<file path="config.mk">
export PLATFORM = sky130hd
export DESIGN_NAME = pit_timer
export DESIGN_NICKNAME = d
export VERILOG_FILES = /design/src/rtl/pit_timer.sv
export SDC_FILE = /design/constraint.sdc
export NUM_CORES = 1
export LEC_CHECK = 0
export ABC_AREA = 1
export CAP_MARGIN = 20
export CORE_MARGIN = 2
export CORE_UTILIZATION = 52
export DETAILED_ROUTE_END_ITERATION = 10
export PLACE_DENSITY = 0.8
export SYNTH_ARGS = -nofsm -noshare
export SYNTH_HDL_FRONTEND = slang
export SYNTH_SLANG_ARGS = --single-unit
export TNS_END_PERCENT = 5
</file>
<file path="constraint.sdc">
create_clock -name sys_clk -period 2 [get_ports sys_clk]
set_clock_uncertainty 0.05 [all_clocks]
set_input_delay 0.4 -clock sys_clk [delete_from_list [all_inputs] [get_ports sys_clk]]
set_output_delay 0.4 -clock sys_clk [all_outputs]
set_load 0.02 [all_outputs]
</file>
<file path="src/rtl/pit_timer.sv">
// Programmable interval timer: a prescaler feeding a divider down-counter.
// Produces a registered one-cycle tick per expired period and a sticky irq.
module pit_timer #(
  parameter int WIDTH = 16
) (
  input  logic             sys_clk,
  input  logic             reset,
  input  logic             cen,
  input  logic             pre_wr,
  input  logic [WIDTH-1:0] pre_din,
  input  logic             div_wr,
  input  logic [WIDTH-1:0] div_din,
  input  logic             irq_ack,
  output logic [WIDTH-1:0] pre_cnt,
  output logic [WIDTH-1:0] div_cnt,
  output logic             tick,
  output logic             irq
);

  logic [WIDTH-1:0] pre_reg;
  logic [WIDTH-1:0] div_reg;
  logic             running;
  logic             step;
  logic             pre_tc;
  logic             term;

  // A zero divider parks the timer; any write edge suppresses the count step.
  always_comb begin
    running = (div_reg != '0);
    step    = cen && running && !pre_wr && !div_wr;
    pre_tc  = step && (pre_cnt == '0);
    term    = pre_tc && (div_cnt == '0);
  end

  always_ff @(posedge sys_clk) begin
    if (reset) begin
      pre_reg <= '0;
      div_reg <= '0;
      pre_cnt <= '0;
      div_cnt <= '0;
      tick    <= 1'b0;
      irq     <= 1'b0;
    end else begin
      if (pre_wr) pre_reg <= pre_din;
      if (div_wr) div_reg <= div_din;

      if (pre_wr)
        pre_cnt <= pre_din;
      else if (div_wr)
        pre_cnt <= pre_reg;
      else if (step)
        pre_cnt <= pre_tc ? pre_reg : pre_cnt - WIDTH'(1);

      // Counters reload at zero instead of wrapping.
      if (div_wr)
        div_cnt <= div_din;
      else if (pre_tc)
        div_cnt <= (div_cnt == '0) ? div_reg : div_cnt - WIDTH'(1);

      tick <= term;

      if (term)
        irq <= 1'b1;
      else if (irq_ack)
        irq <= 1'b0;
    end
  end

endmodule

</file>
==> flow_summary.ini <==
[run_status]
status = complete, no violations

[power]
power.density_mw_per_mm2 = 788
power_mw = 3.92
p_leak_nw = 2.32
ir_drop_v = 0.000471

[worst_hold_path]
hold_depth = 2
hp-class = flop to flop
hp-start = irq
holdPathEnd = irq

[finish]
diodes = 0
syn_to_final_growth_pct = 31.0
fin_nets = 704
fillers = 606
final_area_mm2 = 0.00497
drive_gt1_share_pct = 10.9

[sta]
report.final.slew_viol_count = 0
finalSetupViolations = 0
relSlewSlack_pct = 69.7
setup_ws_ns = 0.0461
layout_min_cycle_time_ns = 1.95
finalHoldViolations = 0
fin_crit_sh_pct = 97.7
grt_setup_unrepaired = no
holdWs_ns = 0.412
fmax_mhz = 512
worst_slew_pin_slew_ns = 0.451

[detailed_routing]
drtIter0Drc = 290
wire_per_inst_um = 13.6
vias = 4075
drt_wl_total_um = 10500
vias_per_cell = 5.31
drc = 0
ant_nets = 0
dr.pass1.iters = 5

[setup_path]
required_ns = 1.55
worstSetupStartpoint = pre_cnt[5]
crit_fanout = 6
crit_arrival_ns = 1.50
crit_type = flop to primary output
reg2reg_slack_ns = 0.09
cp_slowest_stage_delay_ns = 0.67
crit_chain = clkdlybuf4s50_1
cpMaxStageDelayCell = clkdlybuf4s50_1
cp_num_buf_inv = 1
worstReg2RegEnd = div_cnt[7]
cp-end-kind = primary output
ff2ff_path_depth = 12
cp-start-kind = flop
timing.rr.start = pre_cnt[0]
cpLargestDelayFamily = buffers and inverters

[die]
core_area_mm2 = 0.00718
start_util_pct = 52.9
row_count = 31
die_area_mm2 = 0.00800
die_w_um = 89.4
ios = 72
dieHeight_um = 89.4

[yosys]
synth_edf_count = 0
ys_ff_latch = 66
ys_seq_area_share_pct = 34.8
synth_top_area_share_pct = 34.8
synthesis.instances = 583
yosysWarnings = 0
yosysMostFrequentCell = nand2_1
yosys-top-cells-area = dfxtp_1, nand2_1, a21oi_1, nor2_1, inv_1
syn_avg_cell_area_um2 = 6.51
synthesis.area_mm2 = 0.00379
netlist-cell-type-count = 35
async_flop_share_pct = 0
synth-main-ff-cell = dfxtp_1
yosysTopAreaCell = dfxtp_1
netlist_top_cells_count = nand2_1, dfxtp_1, nor2_1
syn_nets = 624

[global_routing]
grt-ovfl-total = 0
grt_pass1_wl_um = 16500
grtUsageTotal_pct = 26.5
antenna_found_initial = 0
grt_pass1_vias = 3581
grt_max_degree = 35

[run]
maxCapViolCount = 0

[clock_tree]
cts_tree = yes
cts_root_buf = clkbuf_8
cts_buffers = 9
htree_levels = 3
cts.sinks = 66
clock_latency_ns = 0.35
clk_pin_slew_ns = 0.08
postCtsSetupBuffers = 0
cts.path.max_buffers = 2

[place]
portBuffers = 71
pre_cts_ws_ns = -0.0860
dpl-instance-area_mm2 = 0.00469
hpwlAfterDp_um = 7230
gp_congestion = 0.981
-- cell families (layout without fill, tap and decap cells) --
logic type / count (synthesis) / in the layout / share of synthesized area [%]
flops: 66 / 66 / 34.8
xor+xnor: 14 / 14 / 3.23
compound gates: 108 / 108 / 15.5
simple gates: 309 / 311 / 36.0
fa+ha+maj: 3 / 3 / 0.990
buf+inv: 83 / 166 / 9.47
-- routing by layer --
metal	track usage, %	up-vias	routed length (um)
met5	0	-	0
li1	-	2030	-
met2	41.8	168	4840
met3	4.89	21	789
met4	9.91	0	170
met1	36.0	1856	4650
-- repair_timing --
action,CTS,global route
hold buffers,0,0
gates resized for setup,0,3
setup endpoints to repair,0,9
-- worst reg2reg max path: cells and delay by family, from the launching register on --
family,cells,cell delay (ns)
compound gates,1,0.19
fa+ha+maj,1,0.20
buf+inv,3,0.37
flops,1,0.35
simple gates,7,0.65
-- placed cells by master, fill, tap and decap left out, types with 2 or more instances in the layout --
master | netlist | final
nand2_1 | 184 | 184
clkdlybuf4s50_1 | 0 | 71
dfxtp_1 | 66 | 66
nor2_1 | 59 | 59
a21oi_1 | 55 | 55
inv_1 | 49 | 49
nand3_1 | 28 | 28
o21ai_0 | 28 | 28
buf_4 | 0 | 18
a21boi_0 | 11 | 11
clkbuf_8 | 0 | 11
nand4_1 | 8 | 8
xor2_1 | 8 | 8
inv_2 | 7 | 7
nor2_2 | 7 | 6
nand2_2 | 6 | 6
xnor2_1 | 6 | 6
o21ai_1 | 6 | 6
a22oi_1 | 6 | 6
nor2_4 | 4 | 5
nor3_1 | 4 | 4
clkinv_2 | 1 | 3
nand2_4 | 2 | 3
bufinv_16 | 0 | 3
buf_12 | 0 | 3
nand4_4 | 2 | 2
ha_1 | 3 | 2
-- area by class of cell --
| cell class | count | area, um^2 | share of cell area, % |
|---|---|---|---|
| clock buffer | 11 | 151 | 3.05 |
| clock inverter | 5 | 100 | 2.01 |
| inverter | 58 | 224 | 4.51 |
| multi-input combinational | 436 | 2140 | 43.1 |
| sequential | 66 | 1320 | 26.6 |
| tap | 99 | 124 | 2.49 |
| timing repair buffer | 92 | 906 | 18.2 |
-- power by group --
group	switching (mW)	internal, mW
sequential	0.0989	1.41
combinational	0.571	0.427
clock	0.523	0.892
-- worst max-delay path by stage --
stage               cells past startpoint  slack [ns]          end
finish                                  1        0.05   pre_cnt[5]
CTS                                     1        0.05   div_cnt[4]
floorplan                              13        0.21   div_cnt[4]
global placement                       10       -0.03  pre_cnt[11]
global route                           12       0.005   div_cnt[7]
detailed placement                     10       -0.09  pre_cnt[11]
-- per-stage QoR --
stage | setup TNS, ns | util [%] | cells
detailed placement | -0.738 | 65.3 | 749
global placement | -0.250 | 65.3 | 749
floorplan | 0 | - | 583
finish | 0 | 69.3 | 767
CTS | 0 | 68.8 | 765
global route | 0 | 69.3 | 767
No activity file was read; power rests on OpenSTA's default activity.
